**src/rtl/soc_network_adapter_configuration_reader.sv**
```systemverilog
`default_nettype none
// ============================================================================
// Module   : soc_network_adapter_configuration_reader
// Purpose  : Walks the read-only network adapter configuration space after
//            reset or on request, caches every scalar register and presents
//            the values as flat outputs. The configuration port is shared
//            with other masters through a request/grant handshake.
// Options  : OPTIMSOC_NA_CONF_READER_CTLIST_EN - when defined, also caches
//            the compute-tile list in a MAX_CTS x 16-bit table.
// Revision : 1.0 - initial release
// ============================================================================
module soc_network_adapter_configuration_reader #(
  parameter int DW        = 32,  // configuration bus width, only 32 is supported
  parameter int MAX_CTS   = 64,  // compute-tile list capacity (1..64)
  parameter int AUTOSTART = 1    // 1: start a scan right after reset release
) (
  input  logic          clk,
  input  logic          rst,
  input  logic          start,
  output logic          busy,
  output logic          valid,
  output logic          error,
  output logic [15:0]   cfg_addr,
  output logic          cfg_en,
  output logic          cfg_we,
  output logic [DW-1:0] cfg_wdata,
  input  logic          cfg_gnt,
  input  logic [DW-1:0] cfg_rdata,
  output logic [31:0]   tile_id,
  output logic [31:0]   num_tiles,
  output logic [31:0]   core_base,
  output logic [31:0]   domain_numcores,
  output logic [31:0]   gmem_size,
  output logic [31:0]   gmem_tile,
  output logic [31:0]   lmem_size,
  output logic [31:0]   seed,
  output logic [6:0]    num_cts,
  output logic          conf_mpsimple,
  output logic          conf_dma,
  input  logic [5:0]    ct_query_idx,
  output logic [15:0]   ct_query_tile
);

  localparam logic [3:0]  C_LAST_STEP = 4'd9;       // seed is the tenth scalar read
  localparam logic [15:0] C_CT_BASE   = 16'h0200;   // first compute-tile list word

  // The list state only exists when the list cache is built.
`ifdef OPTIMSOC_NA_CONF_READER_CTLIST_EN
  typedef enum logic [1:0] {
    S_IDLE   = 2'd0,
    S_SCALAR = 2'd1,
    S_CTLIST = 2'd2,
    S_DONE   = 2'd3
  } state_t;
`else
  typedef enum logic [1:0] {
    S_IDLE   = 2'd0,
    S_SCALAR = 2'd1,
    S_DONE   = 2'd3
  } state_t;
`endif

  // Byte address of each scalar register in scan order.
  function automatic logic [15:0] scalar_addr(input logic [3:0] step);
    case (step)
      4'd0:    scalar_addr = 16'h0000;  // tile_id
      4'd1:    scalar_addr = 16'h0004;  // num_tiles
      4'd2:    scalar_addr = 16'h000C;  // conf
      4'd3:    scalar_addr = 16'h0010;  // core_base
      4'd4:    scalar_addr = 16'h0018;  // domain_numcores
      4'd5:    scalar_addr = 16'h001C;  // gmem_size
      4'd6:    scalar_addr = 16'h0020;  // gmem_tile
      4'd7:    scalar_addr = 16'h0024;  // lmem_size
      4'd8:    scalar_addr = 16'h0028;  // numcts
      default: scalar_addr = 16'h002C;  // seed
    endcase
  endfunction

  state_t      state_q, state_d;
  logic [3:0]  step_q, step_d;
  logic        busy_q, busy_d;
  logic        valid_q, valid_d;
  logic        error_q, error_d;
  logic        cfg_en_q, cfg_en_d;
  logic [15:0] cfg_addr_q, cfg_addr_d;
  logic        auto_q, auto_d;
  logic [31:0] tile_id_q, tile_id_d;
  logic [31:0] num_tiles_q, num_tiles_d;
  logic [31:0] core_base_q, core_base_d;
  logic [31:0] domain_numcores_q, domain_numcores_d;
  logic [31:0] gmem_size_q, gmem_size_d;
  logic [31:0] gmem_tile_q, gmem_tile_d;
  logic [31:0] lmem_size_q, lmem_size_d;
  logic [31:0] seed_q, seed_d;
  logic [6:0]  num_cts_q, num_cts_d;
  logic [1:0]  conf_q, conf_d;

  // A read completes on any edge where the request is presented and granted.
  logic        rd_done;
  assign rd_done = cfg_en_q & cfg_gnt;

`ifdef OPTIMSOC_NA_CONF_READER_CTLIST_EN
  logic [5:0]  ct_idx_q, ct_idx_d;
  logic        tbl_wr_en;
  logic [15:0] tbl_wr_data;
  logic [15:0] tbl_q [MAX_CTS];
`endif

  // Next-state, bus request and cache capture logic.
  always_comb begin
    state_d           = state_q;
    step_d            = step_q;
    busy_d            = busy_q;
    valid_d           = valid_q;
    error_d           = error_q;
    cfg_en_d          = cfg_en_q;
    cfg_addr_d        = cfg_addr_q;
    auto_d            = auto_q;
    tile_id_d         = tile_id_q;
    num_tiles_d       = num_tiles_q;
    core_base_d       = core_base_q;
    domain_numcores_d = domain_numcores_q;
    gmem_size_d       = gmem_size_q;
    gmem_tile_d       = gmem_tile_q;
    lmem_size_d       = lmem_size_q;
    seed_d            = seed_q;
    num_cts_d         = num_cts_q;
    conf_d            = conf_q;
`ifdef OPTIMSOC_NA_CONF_READER_CTLIST_EN
    ct_idx_d          = ct_idx_q;
    tbl_wr_en         = 1'b0;
    tbl_wr_data       = 16'h0000;
`endif

    case (state_q)
      S_IDLE: begin
        if (start || auto_q) begin
          state_d    = S_SCALAR;
          step_d     = 4'd0;
          busy_d     = 1'b1;
          valid_d    = 1'b0;
          error_d    = 1'b0;
          cfg_en_d   = 1'b1;
          cfg_addr_d = scalar_addr(4'd0);
          auto_d     = 1'b0;
        end
      end

      S_SCALAR: begin
        if (rd_done) begin
          case (step_q)
            4'd0: tile_id_d         = cfg_rdata;
            4'd1: num_tiles_d       = cfg_rdata;
            4'd2: conf_d            = cfg_rdata[1:0];
            4'd3: core_base_d       = cfg_rdata;
            4'd4: domain_numcores_d = cfg_rdata;
            4'd5: gmem_size_d       = cfg_rdata;
            4'd6: gmem_tile_d       = cfg_rdata;
            4'd7: lmem_size_d       = cfg_rdata;
            4'd8: begin
              // Clamp an oversized tile count and flag it.
              if (cfg_rdata > DW'(MAX_CTS)) begin
                num_cts_d = 7'(MAX_CTS);
                error_d   = 1'b1;
              end else begin
                num_cts_d = cfg_rdata[6:0];
              end
            end
            default: seed_d = cfg_rdata;
          endcase

          if (step_q == C_LAST_STEP) begin
`ifdef OPTIMSOC_NA_CONF_READER_CTLIST_EN
            if (num_cts_q != 7'd0) begin
              state_d    = S_CTLIST;
              ct_idx_d   = 6'd0;
              cfg_addr_d = C_CT_BASE;
            end else begin
              state_d  = S_DONE;
              cfg_en_d = 1'b0;
            end
`else
            state_d  = S_DONE;
            cfg_en_d = 1'b0;
`endif
          end else begin
            step_d     = step_q + 4'd1;
            cfg_addr_d = scalar_addr(step_q + 4'd1);
          end
        end
      end

`ifdef OPTIMSOC_NA_CONF_READER_CTLIST_EN
      S_CTLIST: begin
        if (rd_done) begin
          // Two 16-bit entries share a word: even index in the upper half.
          tbl_wr_en   = 1'b1;
          tbl_wr_data = ct_idx_q[0] ? cfg_rdata[15:0] : cfg_rdata[31:16];
          if ({1'b0, ct_idx_q} == (num_cts_q - 7'd1)) begin
            state_d  = S_DONE;
            cfg_en_d = 1'b0;
          end else begin
            ct_idx_d   = ct_idx_q + 6'd1;
            cfg_addr_d = C_CT_BASE + {9'd0, ct_idx_q + 6'd1, 1'b0};
          end
        end
      end
`endif

      S_DONE: begin
        // Single-cycle state: publish the cache and fall back to idle.
        busy_d  = 1'b0;
        valid_d = 1'b1;
        state_d = S_IDLE;
      end

      default: state_d = S_IDLE;
    endcase
  end

  // State, bus request and cached scalar registers.
  always_ff @(posedge clk) begin
    if (rst) begin
      state_q           <= S_IDLE;
      step_q            <= 4'd0;
      busy_q            <= 1'b0;
      valid_q           <= 1'b0;
      error_q           <= 1'b0;
      cfg_en_q          <= 1'b0;
      cfg_addr_q        <= 16'h0000;
      auto_q            <= (AUTOSTART != 0);
      tile_id_q         <= 32'd0;
      num_tiles_q       <= 32'd0;
      core_base_q       <= 32'd0;
      domain_numcores_q <= 32'd0;
      gmem_size_q       <= 32'd0;
      gmem_tile_q       <= 32'd0;
      lmem_size_q       <= 32'd0;
      seed_q            <= 32'd0;
      num_cts_q         <= 7'd0;
      conf_q            <= 2'd0;
    end else begin
      state_q           <= state_d;
      step_q            <= step_d;
      busy_q            <= busy_d;
      valid_q           <= valid_d;
      error_q           <= error_d;
      cfg_en_q          <= cfg_en_d;
      cfg_addr_q        <= cfg_addr_d;
      auto_q            <= auto_d;
      tile_id_q         <= tile_id_d;
      num_tiles_q       <= num_tiles_d;
      core_base_q       <= core_base_d;
      domain_numcores_q <= domain_numcores_d;
      gmem_size_q       <= gmem_size_d;
      gmem_tile_q       <= gmem_tile_d;
      lmem_size_q       <= lmem_size_d;
      seed_q            <= seed_d;
      num_cts_q         <= num_cts_d;
      conf_q            <= conf_d;
    end
  end

`ifdef OPTIMSOC_NA_CONF_READER_CTLIST_EN
  // Compute-tile list cache and its write index.
  always_ff @(posedge clk) begin
    if (rst) begin
      ct_idx_q <= 6'd0;
      for (int i = 0; i < MAX_CTS; i++) begin
        tbl_q[i] <= 16'h0000;
      end
    end else begin
      ct_idx_q <= ct_idx_d;
      if (tbl_wr_en) begin
        tbl_q[ct_idx_q] <= tbl_wr_data;
      end
    end
  end

  // Entries beyond the cached count, or while the cache is stale, read as 0.
  assign ct_query_tile = (valid_q && ({1'b0, ct_query_idx} < num_cts_q)) ?
                         tbl_q[ct_query_idx] : 16'h0000;
`else
  logic unused_ct_query;
  assign unused_ct_query = ^ct_query_idx;
  assign ct_query_tile   = 16'h0000;
`endif

  assign busy            = busy_q;
  assign valid           = valid_q;
  assign error           = error_q;
  assign cfg_en          = cfg_en_q;
  assign cfg_addr        = cfg_addr_q;
  assign cfg_we          = 1'b0;
  assign cfg_wdata       = '0;
  assign tile_id         = tile_id_q;
  assign num_tiles       = num_tiles_q;
  assign core_base       = core_base_q;
  assign domain_numcores = domain_numcores_q;
  assign gmem_size       = gmem_size_q;
  assign gmem_tile       = gmem_tile_q;
  assign lmem_size       = lmem_size_q;
  assign seed            = seed_q;
  assign num_cts         = num_cts_q;
  assign conf_mpsimple   = conf_q[0];
  assign conf_dma        = conf_q[1];

endmodule
`default_nettype wire

```
**config.mk**
```make
export PLATFORM = sky130hd
export DESIGN_NAME = soc_network_adapter_configuration_reader
export DESIGN_NICKNAME = d
export VERILOG_FILES = /design/src/rtl/soc_network_adapter_configuration_reader.sv
export SDC_FILE = /design/constraint.sdc
export NUM_CORES = 1
export LEC_CHECK = 0
export BUFFER_PORTS_ARGS = -buffer_cell sky130_fd_sc_hd__buf_2
export CELL_PAD_IN_SITES_DETAIL_PLACEMENT = 1
export CELL_PAD_IN_SITES_GLOBAL_PLACEMENT = 1
export CORE_MARGIN = 2
export CORE_UTILIZATION = 30
export CTS_BUF_LIST = sky130_fd_sc_hd__clkbuf_8
export DETAILED_ROUTE_END_ITERATION = 8
export GPL_TIMING_DRIVEN = 0
export PLACE_DENSITY = 0.73
export SYNTH_ARGS = -nofsm -noshare
export SYNTH_HDL_FRONTEND = slang
export SYNTH_SLANG_ARGS = --single-unit
export TNS_END_PERCENT = 20
```
**constraint.sdc**
```tcl
create_clock -name clk -period 1.9 [get_ports clk]
set_input_delay 0.38 -clock clk [delete_from_list [all_inputs] [get_ports clk]]
set_output_delay 0.38 -clock clk [all_outputs]
set_load 0.005 [all_outputs]
```
==> summary.md <==
| Metric | Value |
|---|---|
| Run status | `finished, violations left` |
| Failing checks | `setup timing` |
| H-tree depth | `2` |
| Core ar. | `35,400 µm²` |
| Final ANT Viol Nets | `0` |
| Syn Std Cell Area | `10,700 µm²` |
| Clock Skew | `0.0239 ns` |
| Max Transition Viols Final | `0` |
| Final wirelength | `45.5 mm` |
| Worst path top cell family by delay | `buffers and inverters` |
| Total gr overflow | `0` |
| Die Height | `193 µm` |
| First-pass GRT wire length | `65.0 mm` |
| Crit path launch type | `flip-flop` |
| DIE WIDTH | `193 µm` |
| Unrepaired setup endpoints after global routing | `true` |
| Via count of the routed design | `10.9k` |
| Total Nets Final | `1,830` |
| Hold Path Class | `in -> reg` |
| CP Class | `reg -> reg` |
| Synth warn | `0` |
| CTS sink count | `280` |
| Slew HR | `0.321` |
| First drt pass iteration count | `5` |
| Least-Margin Pin Slew | `1.02 ns` |
| Post-synth top flop | `dfxtp_1` |
| Finish-stage setup viols | `31` |
| Syn avg cell area | `7.83 µm²` |
| Rows | `69` |
| Worst VDD drop | `422 µV` |
| Worst setup EP type | `flip-flop` |
| Worst-path clk slew | `0.06 ns` |
| Max incr delay on CP | `0.36 ns` |
| Number of synthesized flops with an enable pin | `0` |
| Routed vias/inst | `4.77` |
| Setup TNS Final | `-1.56 ns` |
| Syn Inst Count | `1,371` |
| Seq/Total Area, Yosys | `0.522` |
| Final worst setup slack | `-0.0831 ns` |
| Vias in the first global route | `10.8k` |
| DR iter-0 viols | `441` |
| Most frequent cells in the layout | `474 x nand2_1, 307 x buf_2, 276 x dfxtp_1, 240 x a21oi_1, 86 x buf_4` |
| Largest net degree at the start of global routing | `14` |
| Die outline area | `37,300 µm²` |
| Max-cap viol count | `0` |
| Clock tree from TritonCTS | `built` |
| Post-synthesis sequential element count | `280` |
| Ports | `376` |
| Utilization after layout | `0.420` |
| Initial core utilization | `0.303` |
| Crit-path slowest cell | `dfxtp_4` |
| Layout cell share with drive strength beyond 1 | `0.334` |
| Fmax | `0.504 GHz` |
| Tcrit/Tclk final | `1.04` |
| Initial antenna violation count | `0` |
| Clock Latency Late Sink | `0.58 ns` |
| P_leak | `6.38 nW` |
| Worst Path Arrival | `2.41 ns` |
| Avg WL per Cell | `20.0 µm` |
| Dpl ws | `-1.05 ns` |
| Tmin final | `1.98 ns` |
| CP Max Fanout | `7` |
| Cts-stage hold buffer count | `0` |
| ANT cells | `0` |
| Root buf cell | `clkbuf_8` |
| Final Hold Vio Count | `0` |
| Commonest non-fill, non-tap cell in the layout | `nand2_1` |
| Cts bufs inserted | `49` |
| CTS Buffer Depth | `3` |
| # port buffers | `279` |
| CP Cell Sequence | `buf_8, clkinvlp_4, ha_4, nor4_4, buf_4, o221ai_4, buf_12, clkbuf_8, nand2_2, a21oi_2` |
| Area growth, synth to finish | `38.4%` |
| DRC viols | `0` |
| Buf/Inv on CP | `5` |
| Critical Path RT | `2.33 ns` |
| RePlAce Congestion | `0.791` |
| Netlist cell types | `46` |
| Post-DP HPWL | `31.5 mm` |
| Total GRT Usage | `0.233` |
| Power Density | `815 nW/µm²` |
| Asr flop ratio synth | `0` |
==> logic make-up (layout without fill, tap and decap cells) <==
group	count (synthesis)	count (layout)	share of synthesized area
AO/OA/AOI/OAI	295	295	0.144
XOR/XNOR	1	1	0.000816
adder cells (fa/ha/maj)	5	5	0.00583
buffers and inverters	199	585	0.100
flip-flops	280	280	0.522
multiplexers	3	3	0.00280
other	1	61	0.000349
AND/OR/NAND/NOR	587	587	0.224
==> repair_timing <==
item                                    CTS  global route
resized for setup                       121           105
pin swaps                                33            24
endpoints found under the setup margin  261           250
buffers inserted                         16             5
gates cloned                              6             0
==> tightest hold or removal path: stages <==
cell and delay [ns]:
buf_6 0.14, nand2_1 0.06, a21oi_1 0.05
==> where the power goes <==
part | internal, W | total, W | switching, W
Sequential | 0.00590 | 0.00592 | 0.0000200
Clock | 0.00295 | 0.00551 | 0.00256
Combinational | 0.000212 | 0.000686 | 0.000474
Total | 0.00906 | 0.0121 | 0.00305
==> Yosys cell counts, types with 2 or more instances <==
cell type / n / area [µm²]
nor2_1: 9 / 33.8
nor4_2: 2 / 25.0
nor3_1: 7 / 35.0
clkbuf_1: 68 / 255
or4b_1: 6 / 60.1
nand2_1: 518 / 1940
buf_4: 63 / 473
a211oi_1: 5 / 37.5
inv_1: 10 / 37.5
nand3b_1: 7 / 52.6
dfxtp_1: 280 / 5610
nor4_1: 6 / 37.5
mux2i_1: 3 / 30.0
buf_6: 3 / 33.8
ha_1: 5 / 62.6
nor2b_1: 2 / 12.5
o21ai_1: 6 / 30.0
and3_1: 7 / 43.8
a21oi_1: 266 / 1330
and2_1: 2 / 12.5
a22oi_1: 2 / 15.0
nand2b_1: 4 / 25.0
o21ai_0: 3 / 15.0
buf_2: 55 / 275
nand3_1: 11 / 55.1
==> worst paths after layout <==
check	start	to	depth (start not counted)	slack, ns
min reg2reg	core_base[12]	core_base[12]	2	0.45
min	cfg_rdata[13]	gmem_tile[13]	3	0.11
max reg2reg	step_q[1]	seed[7]	10	-0.08
max	step_q[1]	seed[7]	10	-0.08
==> final cells by class <==
class / instances / area, µm²
fill: 4400 / 20500
sequential: 280 / 5620
multi-input combinational: 952 / 4730
timing repair buffer: 303 / 1670
buffer: 187 / 1270
clock buffer: 56 / 771
tap: 461 / 577
clock inverter: 29 / 180
inverter: 10 / 43.8
==> routing by layer <==
layer | up-vias | share of wire | global-route usage
met3 | 88 | 0.064 | 0.0543
met4 | 0 | 0.032 | 0.0825
met1 | 5273 | 0.41 | 0.273
met2 | 353 | 0.50 | 0.415
li1 | 5151 | - | -
met5 | - | 0 | 0
==> metrics by stage <==
step                total power, W  std cells  cell area (µm²)  hold slack [ns]
finish                      0.0121       2278            14900            0.108
global route                0.0126       2278            14900           0.0684
CTS                         0.0122       2277            14600           0.0756
detailed placement         0.00669       2171            12900            0.445
global placement           0.00668       2171            12900            0.439
floorplan                  0.00642       1431            11000            0.448
==> registers in the layout, indices dropped and copies added (netlist names), 7 cells and up <==
register,count
core_base,32
seed,32
tile_id,32
num_tiles,32
num_cts,7
lmem_size,32
domain_numcores,32
gmem_tile,32
gmem_size,32
(Power assumes the default switching activity.)
